### config.mk
export PLATFORM = sky130hd
export DESIGN_NAME = mode_st_gen
export DESIGN_NICKNAME = d
export VERILOG_FILES = /design/src/rtl/mode_st_gen.sv
export SDC_FILE = /design/constraint.sdc
export NUM_CORES = 1
export LEC_CHECK = 0
export CORE_UTILIZATION = 50
export CTS_BUF_LIST = sky130_fd_sc_hd__clkbuf_4 sky130_fd_sc_hd__clkbuf_8
export DETAILED_ROUTE_END_ITERATION = 8
export HOLD_SLACK_MARGIN = 0.1
export PLACE_DENSITY = 0.7
export SLEW_MARGIN = 10
export SYNTH_ARGS = -nofsm -noshare
export SYNTH_HDL_FRONTEND = slang
export SYNTH_SLANG_ARGS = --single-unit
### constraint.sdc
create_clock -name clk -period 8.6 [get_ports clk]
set_input_delay 1.72 -clock clk [delete_from_list [all_inputs] [get_ports clk]]
set_output_delay 1.72 -clock clk [all_outputs]
set_load 0.05 [all_outputs]
### src/rtl/mode_st_gen.sv
// Top-level mode sequencer: button synchronise/debounce, RST/SLEEP/STOP/WORK ring, idle timeout.
// Optional per-mode enable mask selected by defining MODE_SKIP_EN.
module mode_st_gen #(
  parameter int MODE_NUM     = 5,
  parameter int STATE_W      = 3,
  parameter int IDX_W        = 3,
  parameter int DEB_CYCLES   = 20,
  parameter int IDLE_TIMEOUT = 0,
  parameter int IDLE_W       = 32
) (
  input  logic               clk,
  input  logic               rst,
  input  logic               btn_next,
  input  logic               btn_prev,
  input  logic               btn_stop,
  input  logic               rst_ok,
`ifdef MODE_SKIP_EN
  input  logic [MODE_NUM-1:0] mode_en,
`endif
  output logic [STATE_W-1:0] state,
  output logic [IDX_W-1:0]   mode_idx,
  output logic               state_chg
);

  localparam int CNT_W = (DEB_CYCLES > 1) ? $clog2(DEB_CYCLES) : 1;
  localparam logic [CNT_W-1:0]   CNT_LAST  = CNT_W'(DEB_CYCLES - 1);
  localparam logic [IDLE_W-1:0]  IDLE_LAST = IDLE_W'((IDLE_TIMEOUT > 0) ? IDLE_TIMEOUT - 1 : 0);
  localparam logic [STATE_W-1:0] LAST_WORK = STATE_W'(MODE_NUM + 2);
  localparam logic [IDX_W-1:0]   LAST_IDX  = IDX_W'(MODE_NUM - 1);

  typedef enum logic [STATE_W-1:0] {
    ST_RST   = STATE_W'(0),
    ST_SLEEP = STATE_W'(1),
    ST_STOP  = STATE_W'(2),
    ST_WORK0 = STATE_W'(3)
  } state_e;

  // Nearest enabled mode strictly after k (wrapping); the loop runs far-to-near so the nearest wins.
  function automatic logic [IDX_W-1:0] step_fwd(input logic [IDX_W-1:0] k, input logic [MODE_NUM-1:0] en);
    logic [IDX_W-1:0] res;
    int t;
    res = k;
    for (int i = MODE_NUM; i >= 1; i--) begin
      t = int'(k) + i;
      if (t >= MODE_NUM) t = t - MODE_NUM;
      if (en[t]) res = IDX_W'(t);
    end
    return res;
  endfunction

  function automatic logic [IDX_W-1:0] step_bwd(input logic [IDX_W-1:0] k, input logic [MODE_NUM-1:0] en);
    logic [IDX_W-1:0] res;
    int t;
    res = k;
    for (int i = MODE_NUM; i >= 1; i--) begin
      t = int'(k) - i;
      if (t < 0) t = t + MODE_NUM;
      if (en[t]) res = IDX_W'(t);
    end
    return res;
  endfunction

  function automatic state_e to_work(input logic [IDX_W-1:0] k);
    return state_e'(STATE_W'(k) + STATE_W'(3));
  endfunction

  logic [2:0]          s1_q, s1_d, s2_q, s2_d, deb_q, deb_d, deb_dly_q, deb_dly_d;
  logic [CNT_W-1:0]    cnt_q [3];
  logic [CNT_W-1:0]    cnt_d [3];
  logic [2:0]          evt_s;
  logic [MODE_NUM-1:0] mode_en_s;
  state_e              state_q, state_d;
  logic [IDX_W-1:0]    mode_idx_q, mode_idx_d, work_k_s;
  logic                state_chg_q, state_chg_d;
  logic [IDLE_W-1:0]   idle_q, idle_d;
  logic                is_work_s, move_s, en_any_s, timeout_s;

`ifdef MODE_SKIP_EN
  assign mode_en_s = mode_en;
`else
  assign mode_en_s = '1;
`endif

  // Button front end: bit 0 next, bit 1 prev, bit 2 stop.
  always_comb begin
    s1_d      = {btn_stop, btn_prev, btn_next};
    s2_d      = s1_q;
    deb_dly_d = deb_q;
    deb_d     = deb_q;
    for (int b = 0; b < 3; b++) begin
      cnt_d[b] = '0;
      if (s2_q[b] != deb_q[b]) begin
        if (cnt_q[b] == CNT_LAST) begin
          deb_d[b] = s2_q[b];
          cnt_d[b] = '0;
        end else begin
          cnt_d[b] = cnt_q[b] + CNT_W'(1);
        end
      end else begin
        cnt_d[b] = '0;
      end
    end
  end

  assign evt_s     = deb_q & ~deb_dly_q;
  assign move_s    = evt_s[0] ^ evt_s[1];
  assign en_any_s  = |mode_en_s;
  assign is_work_s = (state_q >= ST_WORK0) && (state_q <= LAST_WORK);
  assign work_k_s  = IDX_W'(STATE_W'(state_q) - STATE_W'(3));
  assign timeout_s = (IDLE_TIMEOUT > 0) && (idle_q == IDLE_LAST) && !(|evt_s);

  // Next-state, idle counter and registered output values.
  always_comb begin
    state_d = state_q;
    case (state_q)
      ST_RST: begin
        if (rst_ok) state_d = ST_SLEEP;
        else        state_d = ST_RST;
      end
      ST_SLEEP: begin
        if (evt_s[2])                 state_d = ST_STOP;
        else if (move_s && en_any_s)  state_d = to_work(evt_s[0] ? step_fwd(LAST_IDX, mode_en_s)
                                                                 : step_bwd('0, mode_en_s));
        else                          state_d = ST_SLEEP;
      end
      ST_STOP: begin
        if (evt_s[2]) state_d = ST_RST;
        else          state_d = ST_STOP;
      end
      default: begin
        // A disabled current mode is left before button moves are honoured.
        if (!is_work_s)                   state_d = ST_RST;
        else if (!en_any_s)               state_d = ST_SLEEP;
        else if (evt_s[2])                state_d = ST_STOP;
        else if (!mode_en_s[work_k_s])    state_d = to_work(step_fwd(work_k_s, mode_en_s));
        else if (move_s)                  state_d = to_work(evt_s[0] ? step_fwd(work_k_s, mode_en_s)
                                                                     : step_bwd(work_k_s, mode_en_s));
        else if (timeout_s)               state_d = ST_SLEEP;
        else                              state_d = state_q;
      end
    endcase

    if ((state_d != state_q) || (|evt_s))       idle_d = '0;
    else if (is_work_s && (IDLE_TIMEOUT > 0))   idle_d = idle_q + IDLE_W'(1);
    else                                        idle_d = '0;

    if ((state_d >= ST_WORK0) && (state_d <= LAST_WORK)) mode_idx_d = IDX_W'(STATE_W'(state_d) - STATE_W'(3));
    else                                                 mode_idx_d = '0;

    state_chg_d = (state_d != state_q);
  end

  // State registers with synchronous active-low reset.
  always_ff @(posedge clk) begin
    if (!rst) begin
      s1_q        <= '0;
      s2_q        <= '0;
      deb_q       <= '0;
      deb_dly_q   <= '0;
      for (int b = 0; b < 3; b++) cnt_q[b] <= '0;
      state_q     <= ST_RST;
      mode_idx_q  <= '0;
      state_chg_q <= 1'b0;
      idle_q      <= '0;
    end else begin
      s1_q        <= s1_d;
      s2_q        <= s2_d;
      deb_q       <= deb_d;
      deb_dly_q   <= deb_dly_d;
      for (int b = 0; b < 3; b++) cnt_q[b] <= cnt_d[b];
      state_q     <= state_d;
      mode_idx_q  <= mode_idx_d;
      state_chg_q <= state_chg_d;
      idle_q      <= idle_d;
    end
  end

  assign state     = state_q;
  assign mode_idx  = mode_idx_q;
  assign state_chg = state_chg_q;

endmodule

== After elaboration in Yosys (flattened, before gate mapping) ==
Memory sizes are Yosys's and may differ from the RTL's.
Cells that the tools add are included.

* Register bits after elaboration: 19
* Bits in writable memories: 15
* Bits in read-only memories: 168
* Bits of input ports: 6
* Memories: 22

* Add/subtract/negate cells: 28
* Magnitude comparators: 35
* Equal/unequal tests: 9
* Multiplexer cells: 203
* Bitwise gates (word level): 6
* Reductions and logical operators: 8

{| class="wikitable"
|+ Memories
! memory !! depth !! bits a word !! read ports !! clocked after Yosys merged registers in !! write ports !! RTL line !! text
|-
| cnt_q || 3 || 5 || 3 || 0 || 3 || 68 || <nowiki>logic [CNT_W-1:0] cnt_q [3];</nowiki>
|-
| (name not given) || 8 || 1 || 1 || 0 || 0 || 58 || <nowiki>if (en[t]) res = IDX_W'(t);</nowiki>
|-
| (name not given) || 8 || 1 || 1 || 0 || 0 || 58 ||
|-
| (name not given) || 8 || 1 || 1 || 0 || 0 || 58 ||
|-
| (name not given) || 8 || 1 || 1 || 0 || 0 || 58 ||
|-
| (name not given) || 8 || 1 || 1 || 0 || 0 || 58 ||
|-
| 16 more memories || -- || -- || -- || -- || -- || -- ||
|}

{| class="wikitable"
|+ Operator list
! cell !! number
|-
| 2-to-1 mux 32 bit || 95
|-
| < comparator 32 x 5 -> 1 bit, second input constant || 20
|-
| 2-to-1 mux 3 bit || 53
|-
| 2-to-1 mux 5 bit || 9
|-
| 2-to-1 mux 1 bit || 44
|-
| adder 4 x 4 -> 5 bit, second input constant || 5
|-
| subtractor 4 x 3 -> 5 bit, second input constant || 5
|-
| greater-or-equal comparator 4 x 3 -> 1 bit, second input constant || 5
|-
| < comparator 4 x 1 -> 1 bit, second input constant || 5
|-
| adder 5 x 1 -> 5 bit, second input constant || 3
|-
| equality test 5 bit, second input constant || 3
|-
| adder 3 x 2 -> 3 bit, second input constant || 3
|-
| one-hot mux 3 bit (3 select lines) || 1
|-
| adder 3 x 2 -> 4 bit, second input constant || 2
|-
| adder 3 x 3 -> 4 bit, second input constant || 2
|-
| AND reduction 2 bit || 4
|-
| subtractor 3 x 2 -> 4 bit, second input constant || 2
|-
| subtractor 3 x 3 -> 4 bit, second input constant || 2
|-
| greater-or-equal comparator 3 x 2 -> 1 bit, second input constant || 2
|-
| <= comparator 3 bit, second input constant || 2
|-
| subtractor 3 x 2 -> 3 bit, second input constant || 2
|-
| adder 3 x 1 -> 4 bit, second input constant || 1
|-
| < comparator 3 x 4 -> 1 bit, second input constant || 1
|-
| subtractor 3 x 1 -> 4 bit, second input constant || 1
|-
| 12 further kinds || 17
|}

== Depth between registers and ports, before layout ==
Gate-level depths: netlist of the first run.

* Depth after elaboration: 32
* Depth in mapped cells: 17
* Depth with buffers taken out: 16

== Worst setup path before layout of the first run ==
Ideal clock, no wire load.

* Kind: register to register
* From: reg state_q[0] (netlist: state[0])
* To: reg mode_idx_q[2] (netlist: mode_idx[2])
* Data arrival time: 3.503 ns
* Data required time: 8.473 ns
* Path slack: 4.970 ns
* Stages on the path, launching flop included: 15
* Buffers on the path: 0
* Cells stage by stage: dfxtp_1 > ha_1 > ha_1 > and3b_1 > a221o_1 > ha_1 > mux2_2 > a21oi_1 > a21oi_2 > inv_1 > ha_1 > ha_1 > inv_1 > o2111a_2 > nor3_2

* Cells in the longest elaborated chain, start to end: 32

{| class="wikitable"
|+ Ends and longest elaborated chain
! element !! RTL line !! text
|-
| start: declaration || 72 || <nowiki>state_e state_q, state_d;</nowiki>
|-
| start signal: assignment || 171 || <nowiki>state_q <= state_d;</nowiki>
|-
| subtractor 3 x 2 -> 3 bit || 109 || <nowiki>assign work_k_s = IDX_W'(STATE_W'(state_q) - STATE_W'(3));</nowiki>
|-
| subtractor 3 x 3 -> 4 bit or adder 3 x 3 -> 4 bit (tied branches) || 56, 44 ||
|-
| adder 4 x 4 -> 5 bit (tied with other cells) || 57 || <nowiki>if (t < 0) t = t + MODE_NUM;</nowiki>
|-
| 2-to-1 mux 32 bit (on tied branches) || 57, 45 ||
|-
| 2-to-1 mux 32 bit || 136 || <nowiki>else if (move_s) state_d = to_work(evt_s[0] ? step_fwd(work_k_s, mode_en_s)</nowiki>
|-
| 2-to-1 mux 32 bit || 135 || <nowiki>else if (!mode_en_s[work_k_s]) state_d = to_work(step_fwd(work_k_s, mode_en_s));</nowiki>
|-
| 2-to-1 mux 32 bit || 134 || <nowiki>else if (evt_s[2]) state_d = ST_STOP;</nowiki>
|-
| 2-to-1 mux 32 bit || 132 || <nowiki>if (!is_work_s) state_d = ST_RST;</nowiki>
|-
| (+17 left out) || -- ||
|-
| 2-to-1 mux 3 bit || 135 ||
|-
| 2-to-1 mux 3 bit || 134 ||
|-
| 2-to-1 mux 3 bit || 132 ||
|-
| one-hot mux 3 bit (3 select lines) * || 115 || <nowiki>case (state_q)</nowiki>
|-
| named net state_d[1] || 72 ||
|-
| greater-or-equal comparator 3 x 2 -> 1 bit or <= comparator 3 bit (tied branches) || 147 || <nowiki>if ((state_d >= ST_WORK0) && (state_d <= LAST_WORK)) mode_idx_d = IDX_W'(STATE_W'(state_d) - STATE_W'(3));</nowiki>
|-
| logical AND 1 bit || 147 ||
|-
| AND reduction 2 bit (no line) || -- ||
|-
| end signal: assignment || 172 || <nowiki>mode_idx_q <= mode_idx_d;</nowiki>
|-
| end: declaration || 73 || <nowiki>logic [IDX_W-1:0] mode_idx_q, mode_idx_d, work_k_s;</nowiki>
|}

Mark *: on every way through the listed nets, which the timed path passes. The rest lies on a longest branch. The select of a mux whose other input is x is not followed.
A chain may end at the register's enable or synchronous reset.

== Worst setup path after layout of the first run ==
* From: reg state_q[0] (netlist: state[0])
* To: reg mode_idx_q[1] (netlist: mode_idx[1])

The elaborated chain is that of the path after synthesis.

==> results by group, run 1 <==
Placed design
  – Placed cells: 240
  – IO buf count: 12
  – DP Worst Slack: 4.89 ns
  – GP Congestion: 0.832
  – DP Wirelength: 2.34 mm
  – Area after DPL: 1940 um2

Cells and area
  – Most common cell after layout, fill and taps aside: dfxtp_1
  – ANT cells: 0
  – Final cell utilization of the core: 59.5%
  – Ratio of cells with drive above 1 in the final layout: 14.4%
  – Layout area overhead: 12.8%
  – Final net count: 222
  – Non-Filler Instances: 248
  – Fillers: 296
  – Final instance area: 2020 um2
  – Commonest cells after routing, fill and taps aside: 34 x dfxtp_1, 31 x nor2_1, 15 x ha_1

Floorplanning
  – Starting Density: 52.7%
  – Die Y: 61.8 um
  – # IOs: 13
  – Die area: 3820 um2
  – Core Box Area: 3390 um2
  – Rows: 21
  – Die width: 61.8 um

CTS
  – CTS tree: built
  – H-Tree Depth: 2
  – CTS max path bufs: 2
  – CTS clk-pin slew, worst paths: 0.10 ns
  – CTS buffer count: 5
  – Resize count post-CTS: 0
  – Root Driver: clkbuf_4
  – Worst-Skew Late Latency: 0.33 ns
  – Post-CTS Hold Buffers: 0
  – Post-CTS Setup Inserts: 0
  – Sink Count: 34

Worst setup path
  – Critical Path AT: 3.94 ns
  – WP data required: 8.82 ns
  – Crit Path Category: reg2reg
  – Crit start category: flop
  – Critical Path Sink Type: flop
  – Worst Path Max Fanout: 16

Timing
  – Final setup violation count: 0
  – Min cycle time layout: 3.72 ns
  – Actual slew at the worst max-slew pin: 0.550 ns
  – Final Max Slew Viols: 0
  – Slack of the critical path: 4.88 ns
  – Final hold vios: 0
  – Final worst-path cycle share: 43.2%
  – RSZ-0062 raised after global routing: false
  – Fmax: 269 MHz
  – Relative slew slack: 63.3%
  – Setup Skew: 0.0115 ns
  – Hold slack final: 0.433 ns
  – Setup TNS: 0 ns

Detailed routing
  – Remaining DRCs: 0
  – Routed WL: 3.06 mm
  – 1st-iter DRT viols: 68
  – Via count: 1324
  – DRT antenna net count: 0
  – WL/cell: 12.4 um
  – Vias per cell: 5.34
  – Pre-antenna DRT Iters: 4

Global route
  – Global Route Usage Sum: 18.3%
  – First-pass GRT wire length: 5.16 mm
  – Vias in the first global route: 1236
  – Initial antenna violation count: 0
  – Largest net degree at the start of global routing: 17
  – Grt total ovfl: 0

Yosys
  – Cell taking the most area after synthesis: dfxtp_1
  – Post-synth EDFFs: 0
  – Post-synthesis sequential area ratio: 38.1%
  – Yosys top cell area share: 38.1%
  – Synth unique cells: 47
  – Post-synthesis cell count: 186
  – Area contributors post-synth: dfxtp_1 38%, ha_1 11%, nor2_1 6.5%, xor2_1 4.4%, nand3_1 3.9%
  – Top FF cell, synth: dfxtp_1
  – Mapped Area: 1790 um2
  – Synth async-reset ratio: 0%
  – Synth Net Count: 207
  – Synthesized flop and latch total: 34
  – Synth warn: 0
  – Avg Cell Area, Syn: 9.61 um2

Run
  – Max-cap viol count: 0

Pwr
  – Worst vdd ir: 0.111 mV
  – Leakage Power: 0.828 nW
  – Pwr/cell area: 146 nW/um2
  – Total Power: 295 uW

Hold path
  – Hold crit path type: reg2reg

Status
  – Status: complete, no violations
-- layout make-up --
type	instances	area [um2]	share of cell area, %
Inverter	13	48.8	2.42
Multi-Input combinational cell	135	1030	51.1
Timing Repair Buffer	12	120	5.96
Tap cell	46	57.6	2.86
Sequential cell	34	681	33.8
Clock buffer	8	78.8	3.91
-- cells in the mapped netlist, types with 2 or more instances --
cell,n
a22o_1,2
and2_1,9
o211ai_1,2
nand3_1,14
a2111oi_4,2
o21ai_0,3
inv_1,11
nor2_1,31
a21oi_1,4
ha_1,15
nor3_2,3
xnor2_1,5
nand2_1,6
xor2_1,9
inv_2,2
dfxtp_1,34
mux2i_1,4
-- sequential cells by signal, indices dropped and copies added, names as in the netlist --
register,flops
deb_dly_d,3
s2_q,3
state_chg,1
mode_idx,3
state,3
deb_dly_q,3
s1_q,3
cnt_q,15
-- worst max-delay path, cell delays in order, from the launching register on --
cell and delay [ns]:
dfxtp_1 0.68, ha_1 0.36, ha_1 0.35, and3b_1 0.23
a221o_1 0.35, ha_1 0.27, mux2_2 0.13, a21oi_1 0.07
a21oi_2 0.29, inv_1 0.08, ha_1 0.25, ha_1 0.19
inv_1 0.08, o2111a_2 0.23, nor3_2 0.05
-- where the power goes --
part           internal, mW  leakage [nW]  switching [mW]
registers             0.160         0.276         0.00281
logic                0.0119         0.508          0.0156
clock network        0.0559        0.0446          0.0483
-- path summary, 6_finish.rpt --
kind	depth (start not counted)	to	startpoint	slack [ns]
max	14	mode_idx[1]	state[0]	4.88
min	1	s2_q[0]	s1_q[0]	0.43
max reg2reg	14	mode_idx[1]	state[0]	4.88
min reg2reg	1	s2_q[0]	s1_q[0]	0.43
-- routing by layer --
metal	track usage (%)	share of wire [%]	vias to the layer above
met2	32.0	50	25
li1	-	-	665
met4	5.40	1.1	0
met5	0	0	-
met3	5.38	3.5	4
met1	21.8	45	630
-- cells by family after synthesis --
kind of cell | after synthesis | synth area share [%]
AO/OA/AOI/OAI | 27 | 15.1
XOR/XNOR | 14 | 6.86
multiplexers | 5 | 2.87
flip-flops | 34 | 38.1
buffers and inverters | 17 | 4.27
adder cells (fa/ha/maj) | 15 | 10.5
AND/OR/NAND/NOR | 74 | 22.3
(Power assumes the default switching activity.)
==> run 2, diff against run 1 <==
PLACE_DENSITY = 0.72   (was 0.7)
clock period = 3.4 ns   (was 8.6 ns; I/O delays follow)
==> run 2 against run 1 <==
Net effect:
- final area rose by 2.2%
- sequential share of layout area fell by 0.54 points
- register-to-register slack got worse by 4.7 ns
- critical endpoint unchanged
- largest power group unchanged
- highest routed layer unchanged
==> results by group, run 2 (synthesis gave the netlist of run 1 again) <==
Worst setup path
  – Crit Path Category: reg2reg
  – RR Endpoint: mode_idx[1]
  – Worst Path Max Fanout: 8
  – Reg-to-reg startpoint: state[1]
  – Register-to-Register Path Depth: 14
  – WP data required: 3.67 ns
  – Crit start category: flop
  – Critical Path AT: 3.46 ns
  – Critical Path Sink Type: flop
  – Worst reg2reg setup slack: 0.20 ns

Hold path
  – Hold crit path type: reg2reg
  – Worst min-delay path endpoint: s2_q[2]
  – HP Start: s1_q[2]
  – Number of cells on the worst hold path: 1

Detailed routing
  – Vias per cell: 5.30
  – Routed WL: 3.32 mm
  – 1st-iter DRT viols: 99
  – WL/cell: 13.1 um
  – Via count: 1342
  – Pre-antenna DRT Iters: 5
  – DRT antenna net count: 0
  – Remaining DRCs: 0

Pwr
  – Flop pwr share: 54.2%
  – Share of total power in the clock network: 36.1%
  – Total Power: 756 uW
  – Switching share of power: 23.5%
  – Worst vdd ir: 0.297 mV
  – Comb power frac: 9.8%
  – Leakage Power: 0.852 nW
  – Switching pwr: 178 uW
  – Pwr/cell area: 367 nW/um2
  – Int Power: 578 uW

CTS
  – CTS clk-pin slew, worst paths: 0.11 ns
  – CTS buffer count: 5
  – Post-CTS Hold Buffers: 0
  – Root Driver: clkbuf_4
  – Worst-Skew Late Latency: 0.33 ns
  – CTS tree: built
  – CTS max path bufs: 2
  – Sink Count: 34
  – H-Tree Depth: 2

Cells and area
  – Layout area overhead: 15.3%
  – Commonest cells after routing, fill and taps aside: 31 x nor2_1, 31 x dfxtp_1, 14 x nand3_1, 14 x ha_1, 12 x clkdlybuf4s50_1
  – Most flops, register: cnt_q
  – ANT cells: 0
  – Ratio of cells with drive above 1 in the final layout: 18.4%
  – Final net count: 227
  – Max reg flops: 15

Timing
  – Setup TNS: 0 ns
  – Final hold vios: 0
  – Setup Skew: 0.0108 ns
  – Min cycle time layout: 3.20 ns
  – Final Max Slew Viols: 0
  – Fmax: 313 MHz
  – RSZ-0062 raised after global routing: false
  – Final setup violation count: 0
  – Actual slew at the worst max-slew pin: 0.501 ns
  – Relative slew slack: 66.5%
  – Final worst-path cycle share: 94.0%

Floorplanning
  – Starting Density: 52.7%
  – Core Box Area: 3390 um2
  – Die area: 3820 um2
  – Die width: 61.8 um
  – Die Y: 61.8 um
  – Rows: 21
  – # IOs: 13

Placed design
  – IO buf count: 12
  – DP Wirelength: 2.52 mm
  – GP Congestion: 0.837

Global route
  – Global Route Usage Sum: 18.9%
  – First-pass GRT wire length: 5.14 mm
  – Largest net degree at the start of global routing: 16
  – Initial antenna violation count: 0
  – Grt total ovfl: 0
  – Vias in the first global route: 1192

Status
  – Status: complete, no violations

Run
  – Max-cap viol count: 0
## run 2: area by class of cell
class	instances	area, um2
clock buffer	8	78.8
fill	297	1330
inverter	13	48.8
multi-input combinational	135	1030
sequential	34	684
tap	46	57.6
timing repair buffer	17	158
## run 2: how the worst max path moves through the flow
stage               cells after the start           to  slack, ns      from
floorplan                              14  mode_idx[2]       0.03  state[0]
global placement                       14  mode_idx[2]       0.22  state[0]
detailed placement                     14  mode_idx[1]       0.11  state[1]
CTS                                    14  mode_idx[1]       0.08  state[1]
global route                           14  mode_idx[1]       0.02  state[1]
finish                                 14  mode_idx[1]       0.20  state[1]
## run 2: critical path: stages, from the launching register on
cell and delay, ns:
dfxtp_2 0.42, ha_1 0.20, ha_2 0.32, and3b_1 0.21, a221o_1 0.35, ha_1 0.28, mux2_2 0.26, a21oi_1 0.17
a21oi_2 0.08, inv_1 0.07, ha_1 0.21, ha_1 0.16, inv_1 0.05, o2111a_2 0.17, nor3_2 0.16
## run 2: power groups by stage
stage | Combinational [mW] | Sequential [mW] | Clock [mW]
CTS | 0.0739 | 0.409 | 0.280
detailed placement | 0.0737 | 0.419 | 0
floorplan | 0.0450 | 0.428 | 0
global placement | 0.0721 | 0.418 | 0
global route | 0.0797 | 0.410 | 0.296
finish | 0.0737 | 0.409 | 0.272
## run 2: what timing repair did
action,in CTS,in global routing
gates resized for setup,0,1
endpoints found under the setup margin,0,2
setup buffers,0,2
## run 2: layer usage
metal	part of all wire, %	vias to the layer above	track usage (%)
li1	-	678	-
met1	44	627	21.1
met2	50	26	33.3
met3	3.2	11	5.18
met4	2.7	0	8.89
met5	0	-	0
## run 2: per-stage QoR
step | area, um2 | setup slack (ns) | std cells | hold WS, ns | util, %
after CTS | 2040 | 0.0798 | 251 | 0.449 | 60.2
final | 2060 | 0.203 | 253 | 0.443 | 60.8
after global routing | 2060 | 0.0244 | 253 | 0.460 | 60.8
after global placement | 1960 | 0.217 | 243 | 0.415 | 57.9
after floorplan | 1790 | 0.0275 | 186 | 0.412 | -
after detailed placement | 1960 | 0.111 | 243 | 0.426 | 57.9
==> run 3, diff against run 2 <==
SKIP_CTS_REPAIR_TIMING = 1   (was default)
==> results of run 3 <==
Final layout, timing and power as in run 2 (identical DEF).
